### config.mk
export PLATFORM = sky130hd
export DESIGN_NAME = rr_mux_sel_arbiter_flat
export DESIGN_NICKNAME = d
export VERILOG_FILES = /design/src/rtl/rr_mux_sel_arbiter_if.sv /design/src/rtl/rr_mux_sel_arbiter.sv /design/src/flat_wrapper.sv
export SDC_FILE = /design/constraint.sdc
export NUM_CORES = 1
export LEC_CHECK = 0
export ABC_AREA = 0
export BUFFER_PORTS_ARGS = -buffer_cell sky130_fd_sc_hd__buf_2
export CAP_MARGIN = 20
export CORE_AREA = 2 2 43 45
export DETAILED_ROUTE_END_ITERATION = 7
export DIE_AREA = 0 0 45 47
export PLACE_DENSITY = 0.79
export SYNTH_ARGS = -nofsm -noshare
export SYNTH_HDL_FRONTEND = slang
export SYNTH_SLANG_ARGS = --single-unit
### constraint.sdc
create_clock -name clk -period 2.4 [get_ports clk]
set_clock_uncertainty 0.1 [all_clocks]
set_input_delay 0 -clock clk [delete_from_list [all_inputs] [get_ports clk]]
set_output_delay 0 -clock clk [all_outputs]
set_load 0.03 [all_outputs]
### src/rtl/rr_mux_sel_arbiter_if.sv
// Request/grant bundle between the agents and the round-robin arbiter.
// The slave side is the arbiter; the master side is the requesting agents.
interface rr_mux_sel_arbiter_if #(
   parameter int CNT_W = 3
);
   logic [3:0]       req;
   logic [3:0]       gnt;
   logic [1:0]       sel;
   logic             busy;
   logic [CNT_W-1:0] hold_cnt;

   modport master (
      output req,
      input  gnt,
      input  sel,
      input  busy,
      input  hold_cnt
   );

   modport slave (
      input  req,
      output gnt,
      output sel,
      output busy,
      output hold_cnt
   );
endinterface

### src/rtl/rr_mux_sel_arbiter.sv
// Round-robin owner of a shared 4:1 mux select with bounded tenure.
// Every output is a register; req only reaches outputs through a clock edge.
module rr_mux_sel_arbiter #(
   parameter int MAX_HOLD = 4,
   parameter int CNT_W    = 3
) (
   input  logic                 clk,
   input  logic                 rst_n,
   rr_mux_sel_arbiter_if.slave  bus
);

   localparam logic [CNT_W-1:0] HOLD_TOP = CNT_W'(MAX_HOLD - 1);

   typedef enum logic {
      IDLE,
      GRANT
   } state_t;

   state_t           state, state_nxt;
   logic [3:0]       gnt_q, gnt_nxt;
   logic [1:0]       sel_q, sel_nxt;
   logic [1:0]       last_q, last_nxt;
   logic [CNT_W-1:0] hold_q, hold_nxt;
   logic             busy_q, busy_nxt;

   logic [1:0]       base;
   logic [1:0]       win;
   logic             others;

   function automatic logic [3:0] onehot(input logic [1:0] i);
      onehot = 4'b0001 << i;
   endfunction

   // First requester after b in rotation; b itself is scanned last.
   function automatic logic [1:0] pick(input logic [3:0] r,
                                       input logic [1:0] b);
      logic [1:0] idx;
      logic       found;
      pick  = b;
      found = 1'b0;
      for (int k = 1; k <= 4; k++) begin
         idx = b + 2'(k);
         if (!found && r[idx]) begin
            pick  = idx;
            found = 1'b1;
         end
      end
   endfunction

   assign base   = (state == GRANT) ? sel_q : last_q;
   assign win    = pick(bus.req, base);
   assign others = |(bus.req & ~onehot(sel_q));

   always_comb begin
      state_nxt = state;
      gnt_nxt   = gnt_q;
      sel_nxt   = sel_q;
      last_nxt  = last_q;
      hold_nxt  = hold_q;
      unique case (state)
         IDLE: begin
            if (|bus.req) begin
               state_nxt = GRANT;
               gnt_nxt   = onehot(win);
               sel_nxt   = win;
               hold_nxt  = '0;
            end
         end
         GRANT: begin
            if (bus.req[sel_q] && (!others || hold_q < HOLD_TOP)) begin
               if (hold_q < HOLD_TOP)
                  hold_nxt = hold_q + 1'b1;
            end else if (others) begin
               gnt_nxt  = onehot(win);
               sel_nxt  = win;
               last_nxt = sel_q;
               hold_nxt = '0;
            end else begin
               state_nxt = IDLE;
               gnt_nxt   = '0;
               last_nxt  = sel_q;
               hold_nxt  = '0;
            end
         end
         default: state_nxt = IDLE;
      endcase
      busy_nxt = |gnt_nxt;
   end

   always_ff @(posedge clk or negedge rst_n) begin
      if (!rst_n) begin
         state  <= IDLE;
         gnt_q  <= '0;
         sel_q  <= '0;
         last_q <= 2'd3;
         hold_q <= '0;
         busy_q <= 1'b0;
      end else begin
         state  <= state_nxt;
         gnt_q  <= gnt_nxt;
         sel_q  <= sel_nxt;
         last_q <= last_nxt;
         hold_q <= hold_nxt;
         busy_q <= busy_nxt;
      end
   end

   assign bus.gnt      = gnt_q;
   assign bus.sel      = sel_q;
   assign bus.busy     = busy_q;
   assign bus.hold_cnt = hold_q;

endmodule
### src/flat_wrapper.sv
// flat-port wrapper written by rule: the top's interface ports become plain ports
module rr_mux_sel_arbiter_flat 
#(
   parameter int MAX_HOLD = 4,
   parameter int CNT_W    = 3
)
  (clk, rst_n, bus_req, bus_gnt, bus_sel, bus_busy, bus_hold_cnt);
  rr_mux_sel_arbiter_if #(.CNT_W(CNT_W)) bus_i ();
  input  logic clk;
  input  logic rst_n;
  input wire logic [$bits(bus_i.req)-1:0] bus_req;
  output wire logic [$bits(bus_i.gnt)-1:0] bus_gnt;
  output wire logic [$bits(bus_i.sel)-1:0] bus_sel;
  output wire logic [$bits(bus_i.busy)-1:0] bus_busy;
  output wire logic [$bits(bus_i.hold_cnt)-1:0] bus_hold_cnt;
  assign bus_i.req = bus_req;
  assign bus_gnt = bus_i.gnt;
  assign bus_sel = bus_i.sel;
  assign bus_busy = bus_i.busy;
  assign bus_hold_cnt = bus_i.hold_cnt;
  rr_mux_sel_arbiter #(.MAX_HOLD(MAX_HOLD), .CNT_W(CNT_W)) u_core (.clk(clk), .rst_n(rst_n), .bus(bus_i));
endmodule
==> results of run 1 <==
[worst max-delay path, cell delays in order, from the launching register on]
cell and delay (ps):
dfrtp_1 490, mux4_2 580, a211o_1 350, a21oi_4 270, mux2_4 330
[layout make-up]
class,count,area [µm²]
Clock buffer,4,26.28
Fill cell,146,732.0
Inverter,2,7.507
Multi-Input combinational cell,53,431.7
Sequential cell,13,327.8
Tap cell,17,21.27
Timing Repair Buffer,18,105.1
[logic make-up (layout without fill, tap and decap cells)]
kind of cell | Yosys count | after routing | synth area share
fa+ha+maj | 1 | 1 | 0.01607
mux | 8 | 8 | 0.1383
compound gates | 22 | 22 | 0.2364
simple gates | 22 | 22 | 0.1640
flops | 13 | 13 | 0.4212
buf+inv | 3 | 24 | 0.02412
[cell usage in the layout, fill, tap and decap left out]
cell,n
o22ai_2,1
mux2_4,2
nor3_1,1
buf_2,15
o31ai_1,1
inv_1,2
o311ai_2,1
a31o_2,1
nand3_1,3
or3_1,1
dlygate4sd3_1,3
clkbuf_1,1
a21oi_4,1
mux4_2,1
o21ai_0,1
a211o_1,1
or4_1,2
nor2_2,1
dfrtp_1,11
a21o_1,1
a31oi_1,3
or2_1,2
o21ai_1,1
mux2_1,3
mux2_2,1
o22a_1,1
a32o_1,4
nand2_1,3
and3_1,1
nor4b_2,1
dfstp_2,2
or4b_1,1
nor2_1,5
and2_0,1
clkbuf_4,3
mux2i_1,1
a21oi_1,4
ha_1,1
o2bb2ai_1,1
[cells in the mapped netlist, types with 2 or more instances]
cell	n
dfstp_2	2
inv_1	2
a31oi_1	3
or4_1	2
nand3_1	3
dfrtp_1	11
nor2_1	5
or2_1	2
nand2_1	3
mux2_4	2
a21oi_1	4
a32o_1	4
mux2_1	3
[per-stage QoR]
step             util  power (W)  worst slack, ps
2_1_floorplan       -  0.0009238            131.6
3_3_place_gp   0.5227   0.001064            259.8
3_5_place_dp   0.5227   0.001089            184.3
4_1_cts        0.5568   0.001224            170.0
5_1_grt        0.5568   0.001306            99.06
6_report       0.5568   0.001217            185.7
[worst max path at each step]
stage | start | end | slack (ps)
6_report | u_core.bus.sel[0]$_DFFE_PN0P_ | u_core.bus.sel[0]$_DFFE_PN0P_ | 190
5_1_grt | u_core.bus.sel[0]$_DFFE_PN0P_ | u_core.bus.sel[1]$_DFFE_PN0P_ | 100
4_1_cts | u_core.bus.sel[0]$_DFFE_PN0P_ | u_core.bus.sel[0]$_DFFE_PN0P_ | 170
3_5_place_dp | u_core.bus.sel[0]$_DFFE_PN0P_ | u_core.bus.sel[0]$_DFFE_PN0P_ | 180
3_3_place_gp | u_core.bus.sel[0]$_DFFE_PN0P_ | u_core.bus.sel[1]$_DFFE_PN0P_ | 260
2_1_floorplan | u_core.bus.sel[0]$_DFFE_PN0P_ | u_core.bus.sel[0]$_DFFE_PN0P_ | 130
[per-layer routing]
layer  wire (µm)  track usage  vias up
met5           0            0        -
met3          74      0.05769        5
met4          26      0.07059        0
met2         802       0.2914       21
li1            -            -      314
met1         659       0.2155      298
[flip-flops by register name, indices dropped and copies added (netlist names)]
register / flops
u_core.bus.gnt: 4
u_core.bus.hold_cnt: 3
u_core.bus.sel: 2
u_core.last_q: 2
u_core.bus.busy: 1
u_core.state: 1
[power by group]
part / total [W] / switching [W] / leakage [nW] / internal [W]
clock network: 0.000131 / 0.0000668 / 0.0150 / 0.0000646
registers: 0.000398 / 0.0000833 / 0.157 / 0.000315
logic: 0.000688 / 0.000386 / 0.246 / 0.000302
==> key figures, run 1 <==
STA
  • Fin crit period: ~2200 ps
  • RSZ-0062 raised after global routing: no
  • Final setup fails: 0
  • Final hold vios: 0
  • Measured slew at the worst slew-check pin: 468.2 ps
  • Final setup TNS: 0 ps
  • Tcrit/Tclk final: 0.9226
  • Max Slew Vio Count: 0
  • Maximum clock rate: 0.4516 GHz
  • Slew margin rel.: 0.6879
  • WHS: 24.91 ps

Logic synthesis
  • Netlist cell types: 36
  • FF+latch count, synth: 13
  • Synth area leader: dfrtp_1
  • Top post-synthesis cells by area: dfrtp_1 (35%), dfstp_2 (6.8%), a32o_1 (5.1%)
  • Post-synth EDFFs: 0
  • Synthesized area: 778.2 µm²
  • Post-synth top area share: 0.3537
  • Synth Flop Type: dfrtp_1
  • Register area share after synthesis: 0.4212
  • Ys async rst share: 1.000
  • Synth Warn #: 0
  • Post-synth net total: 76
  • Synth Instances: 69
  • Syn Area/Cell: roughly 11 µm²

Finish
  • Area delta synth->final: 18.17%
  • Fin nets: between 90 and 100
  • Layout cells sized above 1: 0.3333
  • Fin area: 919.6 µm²
  • Antenna Cells: 0
  • Final Non-Filler Cells: 107

Flow run
  • Count of maximum capacitance violations: 0

Drt
  • Post-DRT Antenna Nets: 0
  • DR vias/cell: 5.963
  • DRT Pass-1 Iters: 4
  • Routed len/inst: 14.61 µm
  • Via count: 638
  • DRT Wirelength: 1563 µm
  • Drt initial violations: 22
  • Residual DRC: 0

Setup path
  • Crit path DAT: 2280 ps
  • CP endpoint kind: flop
  • Crit path launch type: flop
  • Worst endpoint required time: 2470 ps
  • Crit-path max FO: 8
  • Register-to-register setup slack: 190 ps
  • Worst r2r dst: u_core.bus.sel[0]$_DFFE_PN0P_
  • Reg2reg path depth: 4
  • Reg2reg start: u_core.bus.sel[0]$_DFFE_PN0P_
  • CP Class: flop to flop

Clock tree
  • # Post-CTS Setup Buffers: 0
  • Post_cts resized: 0
  • Clk sink count: 13
  • Worst-case clock buffer depth: 2
  • CTS tree: yes
  • Max H-tree Level: 1
  • Reg clk slew, reported paths: 80 ps
  • Hold bufs inserted after CTS: 3
  • CTS Buf Count: 3
  • Clk root buf: clkbuf_4
  • Skew-Pair Late Insertion Delay: 280 ps

Floorplanning
  • Die span in x: between 40 and 50 µm
  • Die height: ~47 µm
  • Initial core utilization: 0.4712
  • Core area: about 0.0017 mm²
  • Die Area: around 0.0021 mm²
  • Row count: 15
  • Boundary pin count: 16

Global route
  • Initial antenna violation count: 0
  • First-pass GRT wire length: 2608 µm
  • Largest net degree at the start of global routing: 14
  • Gr ovfl total: 0
  • GRT Total Usage: 0.1768
  • Number of global-route vias before repair: 567

Power and ir drop
  • Leak: 0.4179 nW
  • VDD IR max: 692.9 µV
  • PD cells: 1323 mW/mm²

Place
  • DP Area: 863.3 µm²
  • Post-DP HPWL: 1203 µm
  • Final GP Congestion: 0.7908
  • Placed insts: 100
  • Port bufs: 15

Status
  • Outcome: complete, no violations

Hold path
  • Hold WC Path Type: input pin to asynchronous set/reset pin
(Power assumes the default switching activity.)
==> run 2, diff against run 1 <==
--- a/config.mk
+++ b/config.mk
@@ -11,7 +11,8 @@
 export CORE_AREA = 2 2 43 45
 export DETAILED_ROUTE_END_ITERATION = 7
 export DIE_AREA = 0 0 45 47
-export PLACE_DENSITY = 0.79
+export MAX_ROUTING_LAYER = met4
+export PLACE_DENSITY = 0.71
 export SYNTH_ARGS = -nofsm -noshare
 export SYNTH_HDL_FRONTEND = slang
 export SYNTH_SLANG_ARGS = --single-unit
==> key figures, run 2 (same netlist as run 1, synthesis figures left out) <==
Clock tree
  • Worst-case clock buffer depth: 2
  • Clk sink count: 13
  • Post_cts resized: 0
  • Skew-Pair Late Insertion Delay: 280 ps
  • CTS Buf Count: 3
  • Reg clk slew, reported paths: 80 ps
  • Max H-tree Level: 1
  • Clk root buf: clkbuf_4
  • CTS tree: yes

Setup path
  • Crit path DAT: between 2000 and 2500 ps
  • CP top delay family: multiplexers
  • CP Class: flop to flop
  • Crit path launch type: flop
  • Crit path depth: 4
  • Critical-path top delay cell: mux4_2
  • Crit-path max FO: 8
  • Worst Path Buf+Inv: 0
  • Crit path cell chain: mux4_2, a211o_1, a21oi_4, mux2_4
  • CP endpoint kind: flop
  • Reg2reg path depth: 4
  • Worst endpoint required time: 2460 ps
  • Largest stage delay, worst path: 570 ps

Floorplanning
  • Row count: 15
  • Die span in x: 45 µm
  • Core area: 0.001652 mm²
  • Die Area: 0.002115 mm²
  • Initial core utilization: 0.4712
  • Boundary pin count: 16
  • Die height: 47 µm

Power and ir drop
  • VDD IR max: 531.6 µV
  • PD cells: 1317 mW/mm²
  • Leak: 0.4179 nW

STA
  • RSZ-0062 raised after global routing: no
  • Slew margin rel.: 0.6849
  • Max Slew Vio Count: 0
  • Fin crit period: 2164 ps
  • Measured slew at the worst slew-check pin: approximately 470 ps
  • Final setup TNS: 0 ps
  • Final hold vios: 0
  • Maximum clock rate: 0.4622 GHz
  • WHS: approximately 31 ps
  • Final setup fails: 0
  • Tcrit/Tclk final: 0.9015

Drt
  • DR vias/cell: 6.047
  • Routed wire length on met3: 37 µm
  • DRT Pass-1 Iters: 4
  • DRT Wirelength: approximately 1600 µm
  • Met2 WL post-DR: 727 µm
  • Drt initial violations: 3
  • Routed len/inst: 14.66 µm
  • Max Used Layer: met4
  • Residual DRC: 0
  • Post-DRT Antenna Nets: 0
  • Via count: 647
  • Met1 WL: about 770 µm

Finish
  • Layout cells sized above 1: 0.3333
  • Flip-flop count of the largest register after layout: 4
  • Antenna Cells: 0
  • Fin nets: 98
  • Area delta synth->final: 18.17%
  • Commonest non-fill, non-tap cell in the layout: buf_2
  • Final Non-Filler Cells: between 100 and 150
  • Leading cell types in the layout, fill and taps excluded: buf_2 (15), dfrtp_1 (11), nor2_1 (5)

Place
  • Final GP Congestion: 0.8144
  • Placed insts: 100
  • Port bufs: 15

Global route
  • Gr ovfl total: 0
  • Number of global-route vias before repair: 548
  • GRT Total Usage: 0.1715
  • First-pass GRT wire length: 2421 µm
  • Initial antenna violation count: 0
  • Largest net degree at the start of global routing: 14

Hold path
  • Hold WC Path Type: input pin to asynchronous set/reset pin

Flow run
  • Count of maximum capacitance violations: 0

Status
  • Outcome: complete, no violations
==> run 2: per-stage QoR <==
step	util	instance area (µm²)	power (W)	setup slack (ps)
CTS	0.5568	919.6	0.001223	225.8
floorplan	-	778.2	0.0009238	131.6
global placement	0.5227	863.3	0.001061	268.1
detailed placement	0.5227	863.3	0.001081	240.0
finish	0.5568	919.6	0.001211	236.4
global route	0.5568	919.6	0.001295	155.6
==> run 2: final cells by class <==
class | instances | area [µm²]
Inverter | 2 | 7.507
Tap cell | 17 | 21.27
Multi-Input combinational cell | 53 | 431.7
Sequential cell | 13 | 327.8
Fill cell | 154 | 732.0
Timing Repair Buffer | 18 | 105.1
Clock buffer | 4 | 26.28
==> run 2: timing repair <==
| action | in CTS | in global routing |
|---|---|---|
| setup buffers | 0 | 0 |
| hold buffers | 3 | 0 |
| endpoints found under the hold margin | 14 | 0 |
==> run 2: final timing paths <==
kind,start,to,slack (ps)
max,u_core.bus.sel[0]$_DFFE_PN0P_,u_core.bus.sel[0]$_DFFE_PN0P_,240
max reg2reg,u_core.bus.sel[0]$_DFFE_PN0P_,u_core.bus.sel[0]$_DFFE_PN0P_,240
min in group clk,bus_req[1],u_core.bus.sel[0]$_DFFE_PN0P_,180
min,rst_n,u_core.state$_DFF_PN0_,30
min reg2reg,u_core.bus.gnt[3]$_DFF_PN0_,u_core.bus.gnt[3]$_DFF_PN0_,420
max in group asynchronous,rst_n,u_core.last_q[1]$_DFFE_PN1P_,1890
==> run 2: per-layer routing <==
layer,global-route usage,up-vias
li1,-,315
met1,0.2067,315
met3,0.03462,4
met2,0.2543,13
met5,-,-
met4,0.1235,0
==> run 2: where the power goes <==
group	internal (W)	switching [W]	total, W
logic	0.000301	0.000383	0.000685
registers	0.000314	0.0000754	0.000390
clock network	0.0000645	0.0000725	0.000137
==> run 3, diff against run 2 <==
==> constraint.sdc (replaced) <==
create_clock -name clk -period 2.2 [get_ports clk]
set_clock_uncertainty 0.1 [all_clocks]
set_input_delay 0 -clock clk [delete_from_list [all_inputs] [get_ports clk]]
set_output_delay 0 -clock clk [all_outputs]
set_load 0.03 [all_outputs]
==> key figures, run 3 (same netlist as run 1, synthesis figures left out) <==
Status
  • Outcome: complete, no violations

Drt
  • DRT Wirelength: 1556 µm
  • Via count: ~650
  • Drt initial violations: 8
  • DR vias/cell: 6.047
  • Routed len/inst: 14.54 µm
  • Residual DRC: 0
  • Post-DRT Antenna Nets: 0
  • DRT Pass-1 Iters: 4

Global route
  • GRT Total Usage: 0.1658
  • Gr ovfl total: 0
  • Initial antenna violation count: 0
  • Number of global-route vias before repair: 522
  • First-pass GRT wire length: 2380 µm
  • Largest net degree at the start of global routing: 14

Setup path
  • CP Class: flop to flop
  • Reg2reg start: u_core.bus.sel[0]$_DFFE_PN0P_
  • Critical-path top delay cell: mux4_2
  • Crit path cell chain: mux4_2, a211o_1, a21oi_4, mux2_4
  • Crit path DAT: 2160 ps
  • CP endpoint kind: flop
  • CP startpoint: u_core.bus.sel[0]$_DFFE_PN0P_
  • Largest stage delay, worst path: 550 ps
  • Crit path launch type: flop
  • Worst r2r dst: u_core.bus.sel[0]$_DFFE_PN0P_
  • Crit-path max FO: 8
  • Worst Path Buf+Inv: 0
  • Register-to-register setup slack: roughly 110 ps
  • Worst endpoint required time: between 2000 and 2500 ps
  • Critical Path Sink: u_core.bus.sel[0]$_DFFE_PN0P_
  • Reg2reg path depth: 4
  • CP top delay family: multiplexers
  • Crit path depth: 4

Finish
  • Area delta synth->final: 18.33%
  • Fin nets: 98
  • Flip-flop count of the largest register after layout: 4
  • Final Non-Filler Cells: 107
  • Layout cells sized above 1: 0.3444
  • Antenna Cells: 0
  • Leading cell types in the layout, fill and taps excluded: buf_2 (15), dfrtp_1 (10), nor2_1 (5)
  • Commonest non-fill, non-tap cell in the layout: buf_2

Power and ir drop
  • VDD IR max: 574.4 µV
  • Leak: 0.4172 nW
  • PD cells: 1432 mW/mm²

Floorplanning
  • Boundary pin count: 16
  • Row count: 15
  • Initial core utilization: 0.4712
  • Die Area: 0.002115 mm²
  • Die height: ~47 µm
  • Core area: 0.001652 mm²
  • Die span in x: 45 µm

Clock tree
  • Skew-Pair Late Insertion Delay: between 200 and 300 ps
  • CTS Buf Count: 3
  • Post_cts resized: 0
  • Max H-tree Level: 1
  • Reg clk slew, reported paths: ~80 ps
  • # Post-CTS Setup Buffers: 0
  • CTS tree: yes
  • Clk sink count: 13
  • Worst-case clock buffer depth: 2
  • Clk root buf: clkbuf_4

Place
  • Post-DP HPWL: 1126 µm
  • Placed insts: 100
  • Port bufs: 15
  • Final GP Congestion: between 0.8 and 0.9

STA
  • RSZ-0062 raised after global routing: no
  • Measured slew at the worst slew-check pin: 480.9 ps
  • Max Slew Vio Count: 0
  • Maximum clock rate: between 0.4 and 0.5 GHz
  • Fin crit period: 2091 ps
  • Final hold vios: 0
  • WHS: 26.07 ps
  • Slew margin rel.: 0.6789
  • Final setup fails: 0
  • Final setup TNS: 0 ps
  • Tcrit/Tclk final: 0.9506

Hold path
  • Hold WC Path Type: input pin to asynchronous set/reset pin

Flow run
  • Count of maximum capacitance violations: 0
[run 3: cell type report]
type                            count  area [µm²]
Clock buffer                        4       26.28
Fill cell                         139       730.7
Inverter                            2       7.507
Multi-Input combinational cell     53       431.7
Sequential cell                    13       329.1
Tap cell                           17       21.27
Timing Repair Buffer               18       105.1
[run 3: per-layer routing]
metal	up-vias	track usage	share of wire
met5	-	-	0
met4	0	0.08824	0.024
met3	6	0.02308	0.031
met2	14	0.2657	0.46
met1	307	0.2024	0.49
li1	320	-	-
[run 3: stage by stage]
stage | total power, W | instance area [µm²] | utilization | setup slack, ps
global placement | 0.001160 | 864.6 | 0.5235 | 116.1
CTS | 0.001330 | 920.9 | 0.5576 | 75.90
detailed placement | 0.001175 | 864.6 | 0.5235 | 94.68
finish | 0.001318 | 920.9 | 0.5576 | 108.7
global route | 0.001407 | 920.9 | 0.5576 | 22.41
floorplan | 0.001010 | 779.5 | - | 47.89
[run 3: timing repair]
item | 4_1_cts | 5_1_grt
hold buffers | 3 | 0
hold endpoints to repair | 14 | 0
endpoints found under the setup margin | 0 | 1
[run 3: power breakdown]
part           internal, W  switching [W]
Clock            0.0000705      0.0000823
Sequential        0.000345      0.0000825
Combinational     0.000326       0.000413
[run 3: how the worst min path moves through the flow]
stage / startpoint / to / slack [ps] / cells after the start
3_3_place_gp: rst_n / u_core.state$_DFF_PN0_ / -200 / 1
3_5_place_dp: rst_n / u_core.state$_DFF_PN0_ / -200 / 1
5_1_grt: rst_n / u_core.state$_DFF_PN0_ / 60 / 2
4_1_cts: rst_n / u_core.state$_DFF_PN0_ / 40 / 2
2_1_floorplan: rst_n / u_core.bus.busy$_DFF_PN0_ / -400 / 0
6_report: rst_n / u_core.bus.busy$_DFF_PN0_ / 30 / 2
